--- src/rtl/stack_pkg.sv ---
// Shared encodings and default widths for the stack controller and its bench.
package stack_pkg;

  localparam int DATA_W_DEF = 32;
  localparam int ADDR_W_DEF = 10;
  localparam int DEPTH_DEF  = 1024;

  typedef enum logic [1:0] {
    OP_PUSH  = 2'b00,
    OP_POP   = 2'b01,
    OP_POP2  = 2'b10,
    OP_PEEK2 = 2'b11
  } op_e;

  typedef enum logic [1:0] {
    S_IDLE = 2'd0,
    S_EXEC = 2'd1,
    S_RESP = 2'd2
  } state_e;

endpackage

--- src/rtl/stack_ctrl_if.sv ---
// Command, response and MEMORIA bus bundle; master is the controller side.
interface stack_ctrl_if #(
  parameter int DATA_W = stack_pkg::DATA_W_DEF,
  parameter int ADDR_W = stack_pkg::ADDR_W_DEF
);
  import stack_pkg::*;

  logic              cmd_valid;
  logic              cmd_ready;
  op_e               cmd_op;
  logic [DATA_W-1:0] cmd_data;

  logic              rsp_valid;
  logic              rsp_ready;
  logic [DATA_W-1:0] rsp_d1;
  logic [DATA_W-1:0] rsp_d2;
  logic              rsp_err;
  logic [ADDR_W:0]   count;

  logic [DATA_W-1:0] mem_x;
  logic [ADDR_W-1:0] mem_ind1;
  logic [ADDR_W-1:0] mem_ind2;
  logic              mem_beta;
  logic [DATA_W-1:0] mem_out1;
  logic [DATA_W-1:0] mem_out2;

  modport master (
    input  cmd_valid, cmd_op, cmd_data, rsp_ready, mem_out1, mem_out2,
    output cmd_ready, rsp_valid, rsp_d1, rsp_d2, rsp_err, count,
           mem_x, mem_ind1, mem_ind2, mem_beta
  );

  modport slave (
    output cmd_valid, cmd_op, cmd_data, rsp_ready, mem_out1, mem_out2,
    input  cmd_ready, rsp_valid, rsp_d1, rsp_d2, rsp_err, count,
           mem_x, mem_ind1, mem_ind2, mem_beta
  );

endinterface

--- src/rtl/stack_ctrl.sv ---
// Push/pop stack controller driving MEMORIA: one write or dual read per command,
// with stack pointer tracking and overflow/underflow reporting.
module stack_ctrl
  import stack_pkg::*;
#(
  parameter int DATA_W = DATA_W_DEF,
  parameter int ADDR_W = ADDR_W_DEF,
  parameter int DEPTH  = DEPTH_DEF
) (
  input  logic         clock,
  input  logic         reset,
  stack_ctrl_if.master bus
);

  // state  | meaning
  // S_IDLE | cmd_ready high, waiting for a command
  // S_EXEC | one memory cycle: write for PUSH, dual read otherwise
  // S_RESP | rsp_valid high, response held until rsp_ready
  localparam logic [ADDR_W:0] DEPTH_C = (ADDR_W+1)'(DEPTH);
  localparam logic [ADDR_W:0] TWO_C   = (ADDR_W+1)'(2);
  localparam logic [ADDR_W:0] ONE_C   = (ADDR_W+1)'(1);

  state_e            state_q;
  op_e               op_q;
  logic [DATA_W-1:0] data_q;
  logic [ADDR_W:0]   count_q;
  logic              cmd_ready_q;
  logic              rsp_valid_q;
  logic              rsp_err_q;
  logic [DATA_W-1:0] rsp_d1_q;
  logic [DATA_W-1:0] rsp_d2_q;
  logic [DATA_W-1:0] mem_x_q;
  logic [ADDR_W-1:0] mem_ind1_q;
  logic [ADDR_W-1:0] mem_ind2_q;
  logic              mem_beta_q;

  logic [ADDR_W:0]   cnt_m1;
  logic [ADDR_W:0]   cnt_m2;
  logic              err;

  assign cnt_m1 = count_q - ONE_C;
  assign cnt_m2 = count_q - TWO_C;

  always_comb begin
    err = 1'b0;
    case (bus.cmd_op)
      OP_PUSH: err = (count_q == DEPTH_C);
      OP_POP:  err = (count_q == '0);
      default: err = (count_q < TWO_C);
    endcase
  end

  // Memory bus is registered at accept so the write/read lands in the EXEC cycle.
  always_ff @(posedge clock or posedge reset) begin
    if (reset) begin
      state_q     <= S_IDLE;
      op_q        <= OP_PUSH;
      data_q      <= '0;
      count_q     <= '0;
      cmd_ready_q <= 1'b1;
      rsp_valid_q <= 1'b0;
      rsp_err_q   <= 1'b0;
      rsp_d1_q    <= '0;
      rsp_d2_q    <= '0;
      mem_x_q     <= '0;
      mem_ind1_q  <= '0;
      mem_ind2_q  <= '0;
      mem_beta_q  <= 1'b0;
    end else begin
      mem_beta_q <= 1'b0;
      case (state_q)
        S_IDLE: begin
          if (bus.cmd_valid) begin
            op_q        <= bus.cmd_op;
            data_q      <= bus.cmd_data;
            cmd_ready_q <= 1'b0;
            if (err) begin
              rsp_err_q   <= 1'b1;
              rsp_valid_q <= 1'b1;
              state_q     <= S_RESP;
            end else begin
              rsp_err_q <= 1'b0;
              state_q   <= S_EXEC;
              case (bus.cmd_op)
                OP_PUSH: begin
                  mem_ind1_q <= count_q[ADDR_W-1:0];
                  mem_x_q    <= bus.cmd_data;
                  mem_beta_q <= 1'b1;
                end
                OP_POP: mem_ind1_q <= cnt_m1[ADDR_W-1:0];
                default: begin
                  mem_ind1_q <= cnt_m1[ADDR_W-1:0];
                  mem_ind2_q <= cnt_m2[ADDR_W-1:0];
                end
              endcase
            end
          end
        end
        S_EXEC: begin
          state_q     <= S_RESP;
          rsp_valid_q <= 1'b1;
          case (op_q)
            OP_PUSH: begin
              rsp_d1_q <= data_q;
              count_q  <= count_q + ONE_C;
            end
            OP_POP: begin
              rsp_d1_q <= bus.mem_out1;
              count_q  <= cnt_m1;
            end
            OP_POP2: begin
              rsp_d1_q <= bus.mem_out1;
              rsp_d2_q <= bus.mem_out2;
              count_q  <= cnt_m2;
            end
            default: begin
              rsp_d1_q <= bus.mem_out1;
              rsp_d2_q <= bus.mem_out2;
            end
          endcase
        end
        S_RESP: begin
          if (bus.rsp_ready) begin
            rsp_valid_q <= 1'b0;
            cmd_ready_q <= 1'b1;
            state_q     <= S_IDLE;
          end
        end
        default: begin
          state_q     <= S_IDLE;
          cmd_ready_q <= 1'b1;
          rsp_valid_q <= 1'b0;
        end
      endcase
    end
  end

  assign bus.cmd_ready = cmd_ready_q;
  assign bus.rsp_valid = rsp_valid_q;
  assign bus.rsp_err   = rsp_err_q;
  assign bus.rsp_d1    = rsp_d1_q;
  assign bus.rsp_d2    = rsp_d2_q;
  assign bus.count     = count_q;
  assign bus.mem_x     = mem_x_q;
  assign bus.mem_ind1  = mem_ind1_q;
  assign bus.mem_ind2  = mem_ind2_q;
  assign bus.mem_beta  = mem_beta_q;

endmodule

--- src/flat_wrapper.sv ---
// flat-port wrapper written by rule: the top's interface ports become plain ports
module stack_ctrl_flat import stack_pkg::*;
#(
  parameter int DATA_W = DATA_W_DEF,
  parameter int ADDR_W = ADDR_W_DEF,
  parameter int DEPTH  = DEPTH_DEF
)
  (clock, reset, bus_cmd_valid, bus_cmd_op, bus_cmd_data, bus_rsp_ready, bus_mem_out1, bus_mem_out2, bus_cmd_ready, bus_rsp_valid, bus_rsp_d1, bus_rsp_d2, bus_rsp_err, bus_count, bus_mem_x, bus_mem_ind1, bus_mem_ind2, bus_mem_beta);
  stack_ctrl_if #(.DATA_W(DATA_W), .ADDR_W(ADDR_W)) bus_i ();
  input  logic clock;
  input  logic reset;
  input wire logic [$bits(bus_i.cmd_valid)-1:0] bus_cmd_valid;
  input wire logic [$bits(bus_i.cmd_op)-1:0] bus_cmd_op;
  input wire logic [$bits(bus_i.cmd_data)-1:0] bus_cmd_data;
  input wire logic [$bits(bus_i.rsp_ready)-1:0] bus_rsp_ready;
  input wire logic [$bits(bus_i.mem_out1)-1:0] bus_mem_out1;
  input wire logic [$bits(bus_i.mem_out2)-1:0] bus_mem_out2;
  output wire logic [$bits(bus_i.cmd_ready)-1:0] bus_cmd_ready;
  output wire logic [$bits(bus_i.rsp_valid)-1:0] bus_rsp_valid;
  output wire logic [$bits(bus_i.rsp_d1)-1:0] bus_rsp_d1;
  output wire logic [$bits(bus_i.rsp_d2)-1:0] bus_rsp_d2;
  output wire logic [$bits(bus_i.rsp_err)-1:0] bus_rsp_err;
  output wire logic [$bits(bus_i.count)-1:0] bus_count;
  output wire logic [$bits(bus_i.mem_x)-1:0] bus_mem_x;
  output wire logic [$bits(bus_i.mem_ind1)-1:0] bus_mem_ind1;
  output wire logic [$bits(bus_i.mem_ind2)-1:0] bus_mem_ind2;
  output wire logic [$bits(bus_i.mem_beta)-1:0] bus_mem_beta;
  assign bus_i.cmd_valid = bus_cmd_valid;
  assign bus_i.cmd_op = bus_cmd_op;
  assign bus_i.cmd_data = bus_cmd_data;
  assign bus_i.rsp_ready = bus_rsp_ready;
  assign bus_i.mem_out1 = bus_mem_out1;
  assign bus_i.mem_out2 = bus_mem_out2;
  assign bus_cmd_ready = bus_i.cmd_ready;
  assign bus_rsp_valid = bus_i.rsp_valid;
  assign bus_rsp_d1 = bus_i.rsp_d1;
  assign bus_rsp_d2 = bus_i.rsp_d2;
  assign bus_rsp_err = bus_i.rsp_err;
  assign bus_count = bus_i.count;
  assign bus_mem_x = bus_i.mem_x;
  assign bus_mem_ind1 = bus_i.mem_ind1;
  assign bus_mem_ind2 = bus_i.mem_ind2;
  assign bus_mem_beta = bus_i.mem_beta;
  stack_ctrl #(.DATA_W(DATA_W), .ADDR_W(ADDR_W), .DEPTH(DEPTH)) u_core (.clock(clock), .reset(reset), .bus(bus_i));
endmodule
--- config.mk ---
export PLATFORM = sky130hd
export DESIGN_NAME = stack_ctrl_flat
export DESIGN_NICKNAME = d
export VERILOG_FILES = /design/src/rtl/stack_pkg.sv /design/src/rtl/stack_ctrl_if.sv /design/src/rtl/stack_ctrl.sv /design/src/flat_wrapper.sv
export SDC_FILE = /design/constraint.sdc
export NUM_CORES = 1
export LEC_CHECK = 0
export ABC_AREA = 1
export CAP_MARGIN = 20
export CELL_PAD_IN_SITES_DETAIL_PLACEMENT = 0
export CELL_PAD_IN_SITES_GLOBAL_PLACEMENT = 1
export CORE_MARGIN = 5
export CORE_UTILIZATION = 37
export DETAILED_ROUTE_END_ITERATION = 8
export PLACE_DENSITY = 0.85
export SETUP_SLACK_MARGIN = 0.5
export SYNTH_ARGS = -nofsm -noshare
export SYNTH_HDL_FRONTEND = slang
export SYNTH_SLANG_ARGS = --single-unit
export TNS_END_PERCENT = 50
--- constraint.sdc ---
create_clock -name clock -period 13.15 [get_ports clock]
set_input_delay 2.63 -clock clock [delete_from_list [all_inputs] [get_ports clock]]
set_output_delay 2.63 -clock clock [all_outputs]
set_load 0.02 [all_outputs]
Word-level counts from Yosys, hierarchy flattened
Cells that the tools add are included.

storage, ports and cells
  register bits = 167
  input bits = 102
  output and inout bits = 131
  logic and storage cells = 66

operators by class
  $add $sub $neg = 3
  magnitude comparators = 1
  equal/unequal tests = 9
  muxes and demuxes = 20
  bitwise operators = 4
  reduce and logical (&&, ||, !) cells = 16

operators with widths
  kind                   count
  $pmux 11 s3            1
  $mux 32                1
  $add 11x1->11 const B  1
  $eq 11x11->1 const B   1
  $logic_not 11->1       1
  $lt 11x2->1 const B    1
  $sub 11x1->11 const B  1
  $sub 11x2->11 const B  1
  $mux 1                 10
  $mux 10                1
  $reduce_and 3->1       3
  $reduce_and 2->1       4
  $reduce_and 4->1       2
  $eq 2x1->1 const B     3
  $logic_not 2->1        3
  $mux 2                 3
  $pmux 1 s3             2
  $pmux 2 s3             1
  $eq 2x2->1 const B     2
  $ne 2x2->1 const B     2
  $not 1->1              4
  $reduce_or 2->1        2
  $reduce_bool 3->1      1
  $ne 2x1->1 const B     1
  $pmux 1 s2             1

Logic depth before layout (Yosys ltp)
  depth in word-level cells = 5
  depth in mapped cells = 14
  depth with buffers taken out = 13

Least setup slack after synthesis
Ideal clock, no wire load.

  path kind = input-to-reg
  start = input port bus_cmd_op[0]
  end = register u_core.mem_x_q[0] (netlist: u_core.bus.mem_x[0])
  library setup time = 121 ps
  arrival = 3590 ps
  required time = 13029 ps
  slack = 9439 ps
  stages = 7
  buffers on the path = 1
  path through = nor2_1 > inv_1 > nor2_1 > nand2_4 > buf_4 > nand2_1 > o21ai_1

between the ends
  cells in the longest elaborated chain, start to end = 4
  elaborated cells between the ends (all ways) = 5
  those cells by class = 1 x eq/ne; 1 x mux; 1 x bitwise; 2 x reduce/logical

RTL lines
  what                                           RTL line                            RTL
  start, declared                                flat_wrapper.sv:13                  input wire logic [$bits(bus_i.cmd_op)-1:0] bus_cmd_op;
  $eq 2x1->1 or $logic_not 2->1 (tied branches)  stack_ctrl.sv:46, stack_ctrl.sv:84
  $pmux 1 s2                                     stack_ctrl.sv:46                    case (bus.cmd_op)
  $not 1->1 (no line)                            -
  $reduce_and 4->1 (no line) *                   -
  end signal, assigned                           stack_ctrl.sv:87                    mem_x_q <= bus.cmd_data;
  end, declared                                  stack_ctrl.sv:32                    logic [DATA_W-1:0] mem_x_q;

Every way passes the cells marked *; elsewhere a longest branch is shown, timed or not.
A chain may end at the register's enable or synchronous reset.

Worst setup path in the final report
  start = input port bus_cmd_op[0]
  end = register u_core.mem_x_q[14] (netlist: u_core.bus.mem_x[14])

Same word-level chain as after synthesis.

==> results.cfg <==
[run_status]
status = complete, no violations

[synthesis]
synthesis.nets = 961
synth_edf_count = 0
synthTopCellsByArea = dfrtp_1 56%, nand2_1 14%, o21ai_0 7.6%, mux2_2 4.8%, nor2_1 3.0%
synth_top_area_cell = dfrtp_1
yosysMostFrequentCell = nand2_1
synthAdderAreaFrac = 0.0167
synth_mux_area_frac = 0.0482
synthXorXnorAreaFrac = 0.0140
syn_area_mm2 = 0.00748
synth_top_area_frac = 0.555
syn_avg_cell_area_um2 = 8.81
ys_seq_area_frac = 0.559
synthSimpleGateAreaFrac = 0.197
ys.flop_type = dfrtp_1
synth_seq_cells = 167
synth.top_cells.by_count = 274 x nand2_1, 166 x dfrtp_1, 113 x o21ai_0
synth_top_family_by_area = simple AND/OR/NAND/NOR gates
ys_warn_count = 0
async_flop_share = 1.00
synth.distinct_cells = 34
syn-instance-count = 849
synth_compound_area_frac = 0.111

[clock_tree]
clkSinkCount = 167
path_clk_slew_ns = 0.07
post_cts_buffers = 0
cts_resized = 0
cts_root_buf = clkbuf_16
cts_tree = yes
cts_hold_buffers = 0
cts_max_path_buffers = 2
cts_inserted_buffers = 17
clock_latency_ns = 0.42
cts_max_level = 4

[global_routing]
grt_max_degree = 91
grtUsageMet1 = 0.268
grt_pass1_wl_um = 35800
grtUsageTotal = 0.190
first_global_vias = 6402
grt_busiest_layer = met2
grt-ovfl-total = 0
met3_usage = 0.0506
antenna_found_initial = 1
use_met2 = 0.294

[placed_design]
gp_congestion = 0.881
hpwlAfterDp_um = 15800
io_buffers = 232
placed_area_mm2 = 0.0100

[timing]
finalSetupViolations = 0
maxSlewHeadroom = 0.299
hold_viol = 0
max_slew.worst_pin.slew_ns = 1.05
fmax_mhz = 218
finClkSkew_ns = 0.0100
post-route-period-util = 0.349
whs_ns = 0.468
min_period_ns = 4.59
rsz0062_at_grt = no
finalSetupTns_ns = 0
slew_violations = 0

[power_and_ir_drop]
sw_frac_of_total = 0.411
seqPwrFrac = 0.327
vdd_drop_max_v = 0.000149
internal_power_mw = 1.69
p_leak_nw = 4.92
switchingPower_mw = 1.18
p_comb_frac = 0.489
p_per_area_mw_per_mm2 = 270
pwr-share-clk = 0.184
finalPower_mw = 2.88

[critical_path]
crit_family = simple AND/OR/NAND/NOR gates
path_class = in2reg
cp_cell_sequence = clkdlybuf4s50_1 -> nor2_1 -> inv_1 -> nor2_1 -> nand2_4 -> inv_2 -> nand2_1 -> nand2_1
worstPathRequired_ns = 13.51
slowest_stage = clkdlybuf4s50_1
worstPathMaxFanout = 53
crit_arrival_ns = 4.94
crit_path_max_incr_delay_ns = 0.51
crit_buf_inv = 3
cp-end-kind = flop
crit_path_start_kind = primary input

[hold_path]
hp-class = reg2reg

[route]
wl_um = 22000
vias = 6480
drt_iter0_markers = 474
drcViolationCount = 0
avgViaCountPerCell = 4.80
routedWlPerCell_um = 16.3
ant_nets = 0
drt-pass1-iter-count = 6

[finish]
multi_input_area_mm2 = 0.00290
antenna_cells = 0
nFillCells = 1831
regArea_mm2 = 0.00418
area_delta_synth_final_pct = 42.6
fin_nets = 1178
fin_util = 0.531
final_area_mm2 = 0.0107
drive_above_1_share = 0.0825

[floorplan]
fp.coreArea_mm2 = 0.0201
rows = 52
die_w_um = 152
die_area_mm2 = 0.0232
die_y_um = 152
initial_core_util = 0.372
pin_count = 233

[run]
cap_violations = 0
logic make-up after synthesis:
kind of cell             count (synthesis)
buffers and inverters                   96
AO/OA/AOI/OAI                          161
XOR/XNOR                                12
AND/OR/NAND/NOR                        371
flip-flops                             167
adder cells (fa/ha/maj)                 10
multiplexers                            32
worst reg2reg max path, delay by kind of cell, from the launching register on:
kind | cells | cell delay (ns)
fa+ha+maj | 1 | 0.29
buf+inv | 2 | 0.52
flops | 1 | 0.46
simple gates | 10 | 1.39
layer usage:
layer / wire length (µm) / up-vias
li1: - / 3176
met3: 1610 / 22
met4: 347 / 2
met2: 10000 / 228
met1: 9950 / 3052
met5: 7 / -
worst paths after layout:
kind / from / to / slack [ns] / cells past startpoint
setup / recovery: bus_cmd_op[0] / u_core.bus.mem_x[14] / 8.56 / 8
hold / removal: u_core.bus.mem_ind1[2] / u_core.bus.mem_ind1[2] / 0.47 / 2
setup reg to reg: u_core.bus.count[1] / u_core.bus.mem_x[14] / 10.38 / 13
hold reg to reg: u_core.bus.mem_ind1[2] / u_core.bus.mem_ind1[2] / 0.47 / 2
max in group asynchronous: reset / u_core.bus.rsp_d1[21] / 9.37 / 4
min in group asynchronous: reset / u_core.bus.mem_ind1[4] / 2.73 / 2
layout by cell type (no fill, tap or decap), types with 5 or more instances in the layout:
| cell type | instances |
|---|---|
| nand2_1 | 274 |
| clkdlybuf4s50_1 | 232 |
| dfrtp_1 | 166 |
| o21ai_0 | 113 |
| nor2_1 | 60 |
| inv_1 | 47 |
| mux2_2 | 32 |
| o21ai_1 | 25 |
| nand3_1 | 23 |
| clkbuf_16 | 17 |
| a21oi_1 | 11 |
| xor2_1 | 11 |
| ha_1 | 10 |
| inv_2 | 7 |
| inv_6 | 5 |
per-stage QoR:
step | instances | setup WS (ns)
finish | 1349 | 8.56
global placement | 1315 | 8.20
CTS | 1348 | 8.59
floorplan | 849 | 6.00
detailed placement | 1316 | 8.15
global route | 1349 | 8.30
registers in the layout, summed over array words and instances (netlist names), 10 cells and up:
signal and count:
u_core.bus.mem_ind1 10, u_core.bus.rsp_d2 32, u_core.bus.mem_x 32, u_core.data_q 32
u_core.bus.mem_ind2 10, u_core.bus.rsp_d1 32, u_core.bus.count 11
area by class of cell:
class | count | share of cell area
repair buffers | 238 | 0.226
clock inverters | 11 | 0.0150
clock buffers | 21 | 0.0441
inverters | 56 | 0.0202
well taps | 270 | 0.0317
multi-input cells | 586 | 0.272
flip-flops and latches | 167 | 0.392
power groups by stage:
stage	clock [mW]	sequential [mW]	combinational [mW]
after floorplan	0	1.15	0.568
after global placement	0	0.939	1.40
after detailed placement	0	0.945	1.42
after CTS	0.543	0.942	1.42
after global routing	0.569	0.974	1.53
final	0.530	0.941	1.41
No activity file was read; power rests on OpenSTA's default activity.
